==> config.mk <==
export PLATFORM = sky130hd
export DESIGN_NAME = uart_fifo_tx
export DESIGN_NICKNAME = d
export VERILOG_FILES = /design/src/rtl/uart_tx_pkg.sv /design/src/rtl/uart_tx_bit_timer.sv /design/src/rtl/uart_fifo_tx.sv
export SDC_FILE = /design/constraint.sdc
export NUM_CORES = 1
export LEC_CHECK = 0
export CAP_MARGIN = 40
export CORE_UTILIZATION = 50
export DETAILED_ROUTE_END_ITERATION = 10
export PLACE_DENSITY = 0.72
export SYNTH_ARGS = -nofsm -noshare
export SYNTH_HDL_FRONTEND = slang
export SYNTH_SLANG_ARGS = --single-unit
==> constraint.sdc <==
create_clock -name CLK -period 5.75 [get_ports CLK]
set_input_delay 0.8625 -clock CLK [delete_from_list [all_inputs] [get_ports CLK]]
set_output_delay 0.8625 -clock CLK [all_outputs]
set_load 0.05 [all_outputs]
==> src/rtl/uart_tx_pkg.sv <==
// uart_tx_pkg: shared FSM state type and line/parity constants for the UART TX FIFO reader.
package uart_tx_pkg;
    typedef enum logic [2:0] {IDLE, START, DATA, PARITY, STOP} state_e;
    localparam logic PAR_EVEN  = 1'b0;
    localparam logic PAR_ODD   = ~PAR_EVEN;
    localparam logic LINE_IDLE = 1'b1;
endpackage

==> src/rtl/uart_tx_bit_timer.sv <==
// uart_tx_bit_timer: prescale counter that pulses bit_done_o on the last cycle of each UART bit.
//   CLK, RST    clock and synchronous active-high reset
//   clear_i     hold the counter at zero (used while idle)
//   presc_i     cycles per bit, already forced to at least 1
//   bit_done_o  high for one cycle when the counter reaches presc_i-1
module uart_tx_bit_timer #(
    parameter int PRESC_WIDTH = 16
) (
    input  logic                   CLK,
    input  logic                   RST,
    input  logic                   clear_i,
    input  logic [PRESC_WIDTH-1:0] presc_i,
    output logic                   bit_done_o
);
    logic [PRESC_WIDTH-1:0] cnt_q, cnt_d;
    assign bit_done_o = cnt_q == presc_i - PRESC_WIDTH'(1);
    assign cnt_d = (clear_i || bit_done_o) ? '0 : cnt_q + PRESC_WIDTH'(1);
    always_ff @(posedge CLK) cnt_q <= RST ? '0 : cnt_d;
endmodule

==> src/rtl/uart_fifo_tx.sv <==
// uart_fifo_tx: pops bytes from the TX async FIFO read port and serializes them as UART frames.
//   CLK, RST      FIFO read-domain clock, synchronous active-high reset
//   PRESCALE      cycles per bit (0 acts as 1), PAR_EN/PAR_TYP parity enable / odd select
//   FIFO_EMPTY, FIFO_RD_DATA  fall-through FIFO head; FIFO_R_INC one-cycle pop strobe
//   TX_OUT        registered serial line, idle high; BUSY high while a frame is on the line
module uart_fifo_tx #(
    parameter int DATA_WIDTH  = 8,
    parameter int PRESC_WIDTH = 16
) (
    input  logic                   CLK,
    input  logic                   RST,
    input  logic [PRESC_WIDTH-1:0] PRESCALE,
    input  logic                   PAR_EN,
    input  logic                   PAR_TYP,
    input  logic                   FIFO_EMPTY,
    input  logic [DATA_WIDTH-1:0]  FIFO_RD_DATA,
    output logic                   FIFO_R_INC,
    output logic                   TX_OUT,
    output logic                   BUSY
);
    import uart_tx_pkg::*;
    localparam int IW = DATA_WIDTH > 1 ? $clog2(DATA_WIDTH) : 1;
    localparam logic [IW-1:0] LAST = IW'(DATA_WIDTH - 1);
    state_e                 state_q, state_d;
    logic [DATA_WIDTH-1:0]  shreg_q, shreg_d;
    logic [PRESC_WIDTH-1:0] presc_q, presc_d;
    logic [IW-1:0]          idx_q, idx_d;
    logic                   par_en_q, par_en_d, par_q, par_d, tx_q, tx_d, bit_done;
    assign FIFO_R_INC = state_q == IDLE && !FIFO_EMPTY && !RST;
    assign TX_OUT = tx_q;
    assign BUSY = state_q != IDLE;
    uart_tx_bit_timer #(.PRESC_WIDTH(PRESC_WIDTH)) u_timer (
        .CLK        (CLK),
        .RST        (RST),
        .clear_i    (state_q == IDLE),
        .presc_i    (presc_q),
        .bit_done_o (bit_done)
    );
    always_comb begin
        state_d  = state_q;
        shreg_d  = shreg_q;
        presc_d  = presc_q;
        idx_d    = idx_q;
        par_en_d = par_en_q;
        par_d    = par_q;
        case (state_q)
            IDLE: if (FIFO_R_INC) begin
                state_d  = START;
                shreg_d  = FIFO_RD_DATA;
                presc_d  = PRESCALE == '0 ? PRESC_WIDTH'(1) : PRESCALE;
                par_en_d = PAR_EN;
                par_d    = ^FIFO_RD_DATA ^ (PAR_TYP == PAR_ODD);
            end
            START: if (bit_done) begin
                state_d = DATA;
                idx_d   = '0;
            end
            DATA: if (bit_done) begin
                shreg_d = shreg_q >> 1;
                idx_d   = idx_q + IW'(1);
                if (idx_q == LAST) state_d = par_en_q ? PARITY : STOP;
            end
            PARITY: if (bit_done) state_d = STOP;
            STOP: if (bit_done) state_d = IDLE;
            default: state_d = IDLE;
        endcase
        // TX_OUT is registered, so drive the level belonging to the state being entered.
        tx_d = state_d == START ? 1'b0 : state_d == DATA ? shreg_d[0] : state_d == PARITY ? par_d : LINE_IDLE;
    end
    always_ff @(posedge CLK) begin
        if (RST) begin
            state_q  <= IDLE;
            shreg_q  <= '0;
            presc_q  <= PRESC_WIDTH'(1);
            idx_q    <= '0;
            par_en_q <= 1'b0;
            par_q    <= 1'b0;
            tx_q     <= LINE_IDLE;
        end else begin
            state_q  <= state_d;
            shreg_q  <= shreg_d;
            presc_q  <= presc_d;
            idx_q    <= idx_d;
            par_en_q <= par_en_d;
            par_q    <= par_d;
            tx_q     <= tx_d;
        end
    end
endmodule

# Word-level counts from Yosys, hierarchy flattened
# Index checks and enable logic that the tools add are counted.
[classes]
add_sub_neg = 3
n_eq_ne = 12
muxes = 20
bitwise = 1
reduce_logical = 15
[ops]
columns = ["op", "n"]
rows = [
  ["$mux 3", 9],
  ["$add 16x1->16 const B", 1],
  ["$eq 16x16->1", 1],
  ["$logic_not 16->1", 1],
  ["$mux 16", 1],
  ["$mux 8", 2],
  ["$pmux 8 s2", 1],
  ["$sub 16x1->16 const B", 1],
  ["$pmux 3 s5", 1],
  ["$eq 3x2->1 const B", 4],
  ["$reduce_xor 8->1", 1],
  ["$eq 3x1->1 const B", 2],
  ["$eq 3x3->1 const B", 2],
  ["$pmux 3 s2", 1],
  ["$reduce_and 3->1", 2],
  ["$mux 1", 5],
  ["$ne 2x1->1 const B", 2],
  ["$reduce_bool 2->1", 2],
  ["$add 3x1->3 const B", 1],
  ["$logic_not 3->1", 1],
  ["$reduce_bool 3->1", 1],
  ["$logic_and 1x1->1", 2],
  ["$logic_not 1->1", 2],
  ["$ne 2x2->1 const B", 1],
  ["other kinds (4)", 4],
]
[totals]
regBits = 49
inputBits = 29

# Longest topological paths before layout
# Gate-level depths: netlist (run 1).
[depth]
word_depth = 9
mapped_depth = 11

# Modules after synthesis
# A second synthesis (run 1) with hierarchy kept.
[hier_totals]
cells_unflattened = 330
hier_area_um2 = 2706.3
[by_module_without_submodules]
columns = ["module", "instances", "cells_per_inst", "area_per_inst_um2", "seq_area_each_um2"]
rows = [
  ["uart_fifo_tx", 1, 179, 1510.2, 660.6],
  ["uart_tx_bit_timer", 1, 151, 1196.1, 320.3],
]

# Least setup slack after synthesis (run 1)
# Ideal clock, no wire load.
[synth_timing]
path_kind = "input port to output port"
from = "in FIFO_EMPTY"
to = "out FIFO_R_INC"
t_arrival_ns = 1.941
required_time_ns = 4.888
setup_slack_ns = 2.947
cell_stages = 4
path_buffers = 1
path_cell_list = "nor2_1 > nand2_1 > inv_2 > buf_1"
[synth_via]
elab_chain_len = 3
[synth_lines]
columns = ["element", "line_no", "source"]
rows = [
  ["start, declared", "uart_fifo_tx.sv:15", "input logic FIFO_EMPTY,"],
  ["$logic_not 1->1", "uart_fifo_tx.sv:29", "assign FIFO_R_INC = state_q == IDLE && !FIFO_EMPTY && !RST;"],
  ["$logic_and 1x1->1 (2 in a row)", "uart_fifo_tx.sv:29", ""],
  ["end, declared", "uart_fifo_tx.sv:17", "output logic FIFO_R_INC,"],
]
# No other way between the ends.

# Worst setup path in the final report (run 1)
[layout_timing]
from = "in RST"
to = "out FIFO_R_INC"
[layout_via]
elab_chain_len = 2
[layout_lines]
columns = ["element", "line_no", "source"]
rows = [
  ["start, declared", "uart_fifo_tx.sv:11", "input logic RST,"],
  ["$logic_not 1->1", "uart_fifo_tx.sv:29", ""],
  ["$logic_and 1x1->1", "uart_fifo_tx.sv:29", ""],
]
# No other way between the ends.

==> flow_summary.ini, run 1 <==
[sta]
setup-violations-final = 0
timing.fmax_ghz = 0.220
timing.slew.headroom = 0.459
final_count_of_pins_violating_max_slew = 0
final_hold_viols = 0
timing.setup.tns_ns = 0
timing.clock.skew_ns = 0.0104
minimum_clock_period_ns = 4.54
rsz0062_at_grt = no
period_share = 0.790
worst_pin_slew_ns = 0.809

[global_routing]
grt_remaining_overflow = 0
antenna_violations_before_repair = 0
grt_pass1_vias = 2425
maximum_number_of_pins_on_one_net_before_global_route_repair = 35
grt_pass1_wl_mm = 11.1
grt_use_total = 0.232

[place]
port_buffers = 31
hpwlAfterDp_mm = 4.80
globalplace.congestion = 0.825

[pwr]
p_leak_nw = 1.16
power_mw = 0.763
power.density_nw_per_um2 = 235
ir_drop_mv = 0.150

[floorplanning]
floorplan.rows = 27
core_um2 = 5470
die_area_um2 = 5960
starting_density_of_the_core = 0.517
die_height_um = 77.2
floorplan.io_pins = 32
fp.dieW_um = 77.2

[worst_setup_path]
critical_path.slowest_cell = clkdlybuf4s50_1
worstPathMaxFanout = 34
critical_path_cell_count = 6
timing.setup.critical_path_class = input pin to primary output
slowest_stage_delay_cp_ns = 0.90
timing.critical_path.to_type = primary output
crit_path_start_kind = input pin
regToRegSetupSlack_ns = 2.31
r2r-start = presc_q[5]
critical-path-top-delay-family = buffers and inverters
r2r.worst_path.cells = 7
buf_inv_stages_crit_path = 4
timing.critical_path.cells = clkdlybuf4s50_1 > buf_4 > nor2_1 > nand2_1 > inv_2 > clkdlybuf4s50_1
timing.critical_path.arrival_ns = 3.68
path_common_cell = clkdlybuf4s50_1
rr_endpoint = u_timer.cnt_q[4]
cp.required_ns = 4.89

[logic_synthesis]
synth.net_count = 379
yosys_warnings = 0
synthFlopType = dfxtp_1
avgSynthCellArea_um2 = 8.17
post_synth_main_area_contributors = dfxtp_1 35%, xnor2_1 7.1%, nand2_1 6.2%
netlist_instances = 346
synth_edf_count = 0
sequential_element_share_of_the_synthesized_area = 0.347
async_reset_ff_frac = 0
synth_top_cell_by_area = dfxtp_1
ys_ff_latch = 49
syn_area_um2 = 2830
post-synth-top-area-fraction = 0.347
synth.distinct_cells = 58

[finish]
area_growth_syn_to_layout_pct = 15.0
num-fill-cells = 516
layout.nets = 401
share_of_layout_cells_above_drive_strength_1 = 0.0732
antenna_cells_inserted = 0

[cts]
htree_num_levels = 2
clock-sinks = 49
cts-buffers-inserted = 5
post_cts_repair_setup_buffers = 0
number_of_buffers_between_clock_root_and_the_deepest_sink = 2
clock_latency_ns = 0.31
clk_transition_reported_paths_ns = 0.10
root_buffer = clkbuf_8
cts_hold_buffers = 0
tritoncts = done
cts_resized = 0

[routing]
drt_iter0_drc = 158
postRouteAntennaNets = 0
drt_wl_total_mm = 6.48
number_of_remaining_drc_errors = 0
routed-via-count = 2575
wire_per_inst_um = 14.7
drt_pre_antenna_iters = 4
via_per_inst = 5.84

[worst_hold_path]
min_path_type = register to register
hp-start = shreg_q[7]
holdPathStages = 2
hold_end = shreg_q[7]

[flow_run]
max_cap_viol_count = 0

[status]
outcome = finished, final reports clean
==> cells in the mapped netlist (4+ instances only) <==
cell	number
a21oi_1	14
a31oi_1	8
a41oi_1	4
and3_1	6
clkbuf_1	10
dfxtp_1	49
ha_1	4
inv_1	7
nand2_1	47
nand3_1	25
nand3b_1	9
nand4_1	7
nor2_1	33
nor2b_1	4
nor3_1	5
nor4_1	7
o21ai_0	9
o31ai_1	5
xnor2_1	23
xor2_1	17
==> state kept, by name (all words and copies together) (netlist names) <==
name and count:
state_q 3, shreg_q 8, presc_q 16, par_q 1, u_timer.cnt_q 16, TX_OUT 1
par_en_q 1, idx_q 3
==> worst reg2reg max path, stage by stage (launching register included) <==
cell and delay [ns]:
dfxtp_1 0.39, nor3_2 0.44, nand3_2 0.20, or4_4 0.55, a2111oi_2 0.49, and4_1 0.54, or3_1 0.55, nor2_1 0.14
==> final cells by class <==
class                           instances  area, µm²  share of cell area
Clock buffer                            6       82.6              0.0254
Clock inverter                          2       16.3             0.00500
Inverter                                8       30.0             0.00923
Multi-Input combinational cell        272       1740               0.533
Sequential cell                        49        981               0.302
Tap cell                               72       90.1              0.0277
Timing Repair Buffer                   32        318              0.0977
==> metrics by stage <==
stage | utilization | std cells | worst slack [ns] | hold WS, ns | instance area (µm²)
5_1_grt | 0.594 | 441 | 1.01 | 0.500 | 3250
4_1_cts | 0.594 | 441 | 1.22 | 0.485 | 3250
2_1_floorplan | - | 346 | 2.95 | 0.448 | 2830
3_3_place_gp | 0.576 | 433 | 1.27 | 0.457 | 3150
3_5_place_dp | 0.576 | 433 | 1.22 | 0.469 | 3150
6_report | 0.594 | 441 | 1.21 | 0.484 | 3250
==> placed cells by master (no fill, tap or decap), types with 9 or more instances in the layout <==
master           Yosys  layout
nand3_1             25      25
xor2_1              17      17
nand2_1             47      47
clkdlybuf4s50_1      0      31
nor2_1              33      33
a21oi_1             14      14
o21ai_0              9       9
dfxtp_1             49      49
xnor2_1             23      23
nand3b_1             9       9
==> kinds of logic (layout without fill, tap and decap cells) <==
group / count (synthesis) / after routing / share of synthesized area
DFF: 49 / 49 / 0.347
adders and majority gates: 4 / 4 / 0.0177
xor gates and xnor gates: 40 / 40 / 0.124
and+or+nand+nor: 161 / 161 / 0.290
muxes: 3 / 3 / 0.0106
AOI/OAI and AO/OA: 64 / 64 / 0.171
buffers and inverters: 25 / 48 / 0.0394
==> routing by layer <==
metal	GRT usage	wire, µm
met5	0	0
met4	0.0755	71
met3	0.0369	255
met2	0.358	2920
met1	0.327	3230
==> worst max-delay path by stage <==
| stage | startpoint | to | slack (ns) |
|---|---|---|---|
| 6_report | RST | FIFO_R_INC | 1.21 |
| 5_1_grt | RST | FIFO_R_INC | 1.01 |
| 4_1_cts | RST | FIFO_R_INC | 1.22 |
| 3_5_place_dp | RST | FIFO_R_INC | 1.22 |
| 3_3_place_gp | RST | FIFO_R_INC | 1.27 |
| 2_1_floorplan | FIFO_EMPTY | FIFO_R_INC | 2.95 |
==> report_power, final <==
part           total, mW  internal [mW]  leakage [nW]  switching (mW)
sequential         0.373          0.354         0.399          0.0190
clock              0.221         0.0992        0.0478           0.122
combinational      0.169         0.0759         0.712          0.0935
(Power assumes the default switching activity.)
==> run 2, diff against run 1 <==
==> constraint.sdc (replaced) <==
create_clock -name CLK -period 4.2 [get_ports CLK]
set_input_delay 0.63 -clock CLK [delete_from_list [all_inputs] [get_ports CLK]]
set_output_delay 0.63 -clock CLK [all_outputs]
set_load 0.05 [all_outputs]
==> run 2 against run 1 <==
  * Count of clock-buffer cells in the layout is the same
  * Sequential share of layout area decreased by 0.14 points
  * Sequential power rose by 36%
  * Core utilization increased by 0.27 points
  * Flip-flop and latch count unchanged
  * Critical path depth is 1 higher
  * Setup slack lost 0.25 ns
  * Combinational power is 39% higher
  * Clock power increased by 31%
  * Power is 35% higher
  * Worst hold slack about the same
  * Via count down 3.7%
==> flow_summary.ini, run 2 (synthesis gave the netlist of run 1 again) <==
[global_routing]
grt_use_total = 0.228
grt_pass1_vias = 2365
grt_remaining_overflow = 0
grt_pass1_wl_mm = 11.0
maximum_number_of_pins_on_one_net_before_global_route_repair = 35
antenna_violations_before_repair = 0

[place]
dp_worst_setup_slack_ns = 0.958
port_buffers = 31
hpwlAfterDp_mm = 4.60
globalplace.congestion = 0.909
post_place_instance_area_um2 = 3170
placed_cells_incl_taps = 434

[sta]
final_hold_viols = 0
rsz0062_at_grt = no
worst_pin_slew_ns = 0.505
timing.setup.tns_ns = 0
finalHoldWorstSlack_ns = 0.484
fin_ws_ns = 0.958
final_count_of_pins_violating_max_slew = 0
timing.fmax_ghz = 0.308
timing.slew.headroom = 0.660
setup-violations-final = 0
minimum_clock_period_ns = 3.24
period_share = 0.772
timing.clock.skew_ns = 0.00543

[worst_setup_path]
cp.required_ns = 4.37
endpoint = u_timer.cnt_q[11]
critical_path.slowest_cell = or4_4
crit_path_start_kind = register
crit_start = presc_q[5]
timing.critical_path.arrival_ns = 3.41
timing.critical_path.to_type = register
r2r.worst_path.cells = 7
timing.setup.critical_path_class = register to register
r2r-start = presc_q[5]
rr_endpoint = u_timer.cnt_q[11]
regToRegSetupSlack_ns = 0.96
timing.critical_path.cells = nor3_2 > nand3_2 > or4_4 > a2111oi_2 > and4_1 > or3_1 > nor2_1
slowest_stage_delay_cp_ns = 0.54
worstPathMaxFanout = 16

[floorplanning]
floorplan.rows = 27
core_um2 = 5470
floorplan.io_pins = 32
die_height_um = 77.2
starting_density_of_the_core = 0.517
die_area_um2 = 5960
fp.dieW_um = 77.2

[finish]
share_of_layout_cells_above_drive_strength_1 = 0.0784
ff_latch_area_um2 = 981
area_growth_syn_to_layout_pct = 15.6
antenna_cells_inserted = 0
design_area_um2 = 3270
num-fill-cells = 530
area_occupied_by_multi_input_gates_um2 = 1740
layout.cells.most_common = dfxtp_1
largestRegisters = presc_q: 16 flops, u_timer.cnt_q: 16 flops, shreg_q: 8 flops
layout.nets = 402
layout.cells.most_common_list = 49 x dfxtp_1, 47 x nand2_1, 33 x nor2_1, 30 x clkdlybuf4s50_1, 25 x nand3_1
layout.cells.non_filler = 442

[status]
outcome = finished, final reports clean

[routing]
drt_iter0_drc = 155
via_per_inst = 5.61
routed-via-count = 2479
postRouteAntennaNets = 0
drt_pre_antenna_iters = 4
drt_wl_total_mm = 6.11
wire_per_inst_um = 13.8
number_of_remaining_drc_errors = 0

[cts]
cts_resized = 0
cts_hold_buffers = 0
root_buffer = clkbuf_8
clk_transition_reported_paths_ns = 0.09
htree_num_levels = 2
post_cts_repair_setup_buffers = 0
clock-sinks = 49
cts-buffers-inserted = 5
clock_latency_ns = 0.30
number_of_buffers_between_clock_root_and_the_deepest_sink = 2
tritoncts = done

[pwr]
power.density_nw_per_um2 = 316
p_leak_nw = 1.17
ir_drop_mv = 0.200

[flow_run]
max_cap_viol_count = 0

[worst_hold_path]
min_path_type = register to register
run 2: metal layers:
layer  vias up  wire length [µm]  GRT usage
li1       1287                 -          -
met4         0                46     0.0660
met5         -                 0          0
met3         4               236     0.0405
met2        59              2650      0.347
met1      1129              3180      0.326
run 2: worst min path at each step:
| stage | end | from | cells after the start | slack (ns) |
|---|---|---|---|---|
| finish | shreg_q[6] | shreg_q[6] | 2 | 0.48 |
| global route | shreg_q[7] | shreg_q[7] | 2 | 0.51 |
| CTS | shreg_q[6] | shreg_q[6] | 2 | 0.49 |
| detailed placement | shreg_q[6] | shreg_q[6] | 2 | 0.47 |
| global placement | idx_q[1] | idx_q[1] | 2 | 0.47 |
| floorplan | shreg_q[7] | shreg_q[7] | 2 | 0.45 |
run 2: layout make-up:
| type | instances | area share |
|---|---|---|
| clock inverters | 2 | 0.00421 |
| flip-flops and latches | 49 | 0.300 |
| inverters | 8 | 0.00919 |
| multi-input cells | 272 | 0.531 |
| repair buffers | 33 | 0.103 |
| well taps | 72 | 0.0276 |
| clock buffers | 6 | 0.0253 |
run 2: power by group:
| part | total [mW] | switching [mW] | internal, mW | leakage (nW) |
|---|---|---|---|---|
| Clock | 0.290 | 0.157 | 0.134 | 0.0512 |
| Combinational | 0.235 | 0.129 | 0.106 | 0.722 |
| Sequential | 0.509 | 0.0246 | 0.484 | 0.399 |
| Total | 1.03 | 0.310 | 0.724 | 1.17 |
run 2: worst max-delay path, delay by kind of cell (launching register included):
family          cells  cell delay (ns)
compound gates      1             0.46
simple gates        6             2.27
flops               1             0.37
run 2: stage by stage:
stage,utilization,power [mW]
floorplan,-,0.682
CTS,0.597,1.04
global placement,0.580,0.751
global route,0.597,1.09
detailed placement,0.580,0.752
finish,0.597,1.03
==> run 3, diff against run 2 <==
==> constraint.sdc (replaced) <==
create_clock -name CLK -period 3.35 [get_ports CLK]
set_input_delay 0.5025 -clock CLK [delete_from_list [all_inputs] [get_ports CLK]]
set_output_delay 0.5025 -clock CLK [all_outputs]
set_load 0.05 [all_outputs]
==> run 3 against run 2 <==
  * Core utilization is 0.50 points higher
  * Die area is the same
  * Clock power is 50% higher
  * Via count grew 0.97%
  * Register-to-register slack got worse by 0.72 ns
  * Final cell count rose by 0.23%
  * Count of clock-buffer cells in the layout up 1
  * Critical path type unchanged
  * Worst hold slack worse by 0.0062 ns
  * Final area up 0.84%
  * Critical endpoint is now idx_q[0]
  * Global-route usage decreased by 0.45 points
==> flow_summary.ini, run 3 (synthesis gave the netlist of run 1 again) <==
[floorplanning]
floorplan.io_pins = 32
starting_density_of_the_core = 0.517
core_um2 = 5470
die_area_um2 = 5960
fp.dieW_um = 77.2
die_height_um = 77.2
floorplan.rows = 27

[cts]
post_cts_repair_setup_buffers = 0
cts_hold_buffers = 0
clock-sinks = 49
clk_transition_reported_paths_ns = 0.09
tritoncts = done
cts_resized = 0
cts-buffers-inserted = 5
root_buffer = clkbuf_8
htree_num_levels = 2
clock_latency_ns = 0.30
number_of_buffers_between_clock_root_and_the_deepest_sink = 2

[worst_setup_path]
r2r.worst_path.cells = 9
timing.critical_path.arrival_ns = 3.34
crit_path_start_kind = register
worstPathMaxFanout = 8
timing.critical_path.to_type = register
slowest_stage_delay_cp_ns = 0.51
rr_endpoint = idx_q[0]
critical_path.slowest_cell = or3b_2
timing.critical_path.cells = inv_1 > ha_1 > nor4b_2 > a31oi_1 > or3b_2 > a211oi_1 > nand4_1 > or2_0 > a21oi_1
cp.required_ns = 3.59
regToRegSetupSlack_ns = 0.24
timing.setup.critical_path_class = register to register
r2r-start = presc_q[0]

[finish]
design_area_um2 = 3300
largestRegisters = presc_q: 16 flops, u_timer.cnt_q: 16 flops, shreg_q: 8 flops
layout.cells.most_common = dfxtp_1
area_growth_syn_to_layout_pct = 16.5
layout.cells.most_common_list = 49 x dfxtp_1, 47 x nand2_1, 33 x nor2_1, 30 x clkdlybuf4s50_1, 25 x nand3_1
layout.nets = 403
antenna_cells_inserted = 0
share_of_layout_cells_above_drive_strength_1 = 0.0782

[sta]
timing.fmax_ghz = 0.322
setup-violations-final = 0
final_hold_viols = 0
fin_ws_ns = 0.243
timing.clock.skew_ns = 0.00848
timing.setup.tns_ns = 0
period_share = 0.928
timing.slew.headroom = 0.638
final_count_of_pins_violating_max_slew = 0
rsz0062_at_grt = no
minimum_clock_period_ns = 3.11
worst_pin_slew_ns = 0.538

[global_routing]
grt_pass1_vias = 2331
maximum_number_of_pins_on_one_net_before_global_route_repair = 34
grt_remaining_overflow = 0
grt_use_total = 0.223
grt_pass1_wl_mm = 10.7
antenna_violations_before_repair = 0

[pwr]
power.density_nw_per_um2 = 415
p_leak_nw = 1.18
ir_drop_mv = 0.258
sequentialPowerShare = 0.466
p_sw_frac = 0.281
proportion_of_power_drawn_by_the_clock_network = 0.318
switching_power_mw = 0.385
cellInternalPower_mw = 0.984
power.share.combinational = 0.217

[place]
globalplace.congestion = 0.874
post_place_instance_area_um2 = 3180
port_buffers = 31
hpwlAfterDp_mm = 4.60
dp_worst_setup_slack_ns = 0.302

[worst_hold_path]
holdPathStages = 2
min_path_type = register to register
hold_end = shreg_q[7]
hp-start = shreg_q[7]

[routing]
number_of_remaining_drc_errors = 0
drt_iter0_drc = 158
routed-via-count = 2503
via_per_inst = 5.65
drt_pre_antenna_iters = 4
drt_wl_total_mm = 6.19
postRouteAntennaNets = 0
wire_per_inst_um = 14.0

[status]
outcome = finished, final reports clean

[flow_run]
max_cap_viol_count = 0
## run 3: metal layers
metal	up-vias	share of wire	GRT usage
met5	-	0	0
met4	0	0.016	0.0792
met1	1147	0.52	0.316
li1	1287	-	-
met3	9	0.037	0.0381
met2	60	0.43	0.338
## run 3: layout make-up
cell class              count  area, µm²
clock buffers               7       86.3
flip-flops and latches     49        981
clock inverters             1       30.0
inverters                   8       30.0
well taps                  72       90.1
repair buffers             34        343
fillers                   510       2180
multi-input cells         272       1740
## run 3: power by group through the flow
stage	registers [mW]	clock network, mW	logic, mW
3_5_place_dp	0.651	0	0.292
2_1_floorplan	0.641	0	0.214
5_1_grt	0.643	0.472	0.325
3_3_place_gp	0.650	0	0.289
4_1_cts	0.637	0.448	0.295
6_report	0.638	0.435	0.296
## run 3: through the flow
stage	total power, mW	hold WS, ns	cells	util
finish	1.37	0.478	443	0.602
global route	1.44	0.510	443	0.602
CTS	1.38	0.482	443	0.602
detailed placement	0.943	0.469	435	0.581
global placement	0.939	0.455	435	0.581
floorplan	0.855	0.448	346	-
## run 3: worst max-delay path by stage
| stage | startpoint | to | slack, ns | cells after the start |
|---|---|---|---|---|
| floorplan | presc_q[8] | u_timer.cnt_q[6] | 0.70 | 10 |
| global placement | presc_q[0] | idx_q[0] | 0.36 | 9 |
| detailed placement | presc_q[0] | idx_q[0] | 0.30 | 9 |
| CTS | presc_q[0] | idx_q[0] | 0.28 | 9 |
| global route | presc_q[0] | idx_q[0] | 0.04 | 9 |
| finish | presc_q[0] | idx_q[0] | 0.24 | 9 |
## run 3: worst max-delay path: cells and delay by family (launching register included)
family                     cells  cell delay [ns]
adders and majority gates      1             0.27
and+or+nand+nor                4             1.70
DFF                            1             0.38
AOI/OAI and AO/OA              3             0.62
buffers and inverters          1             0.08
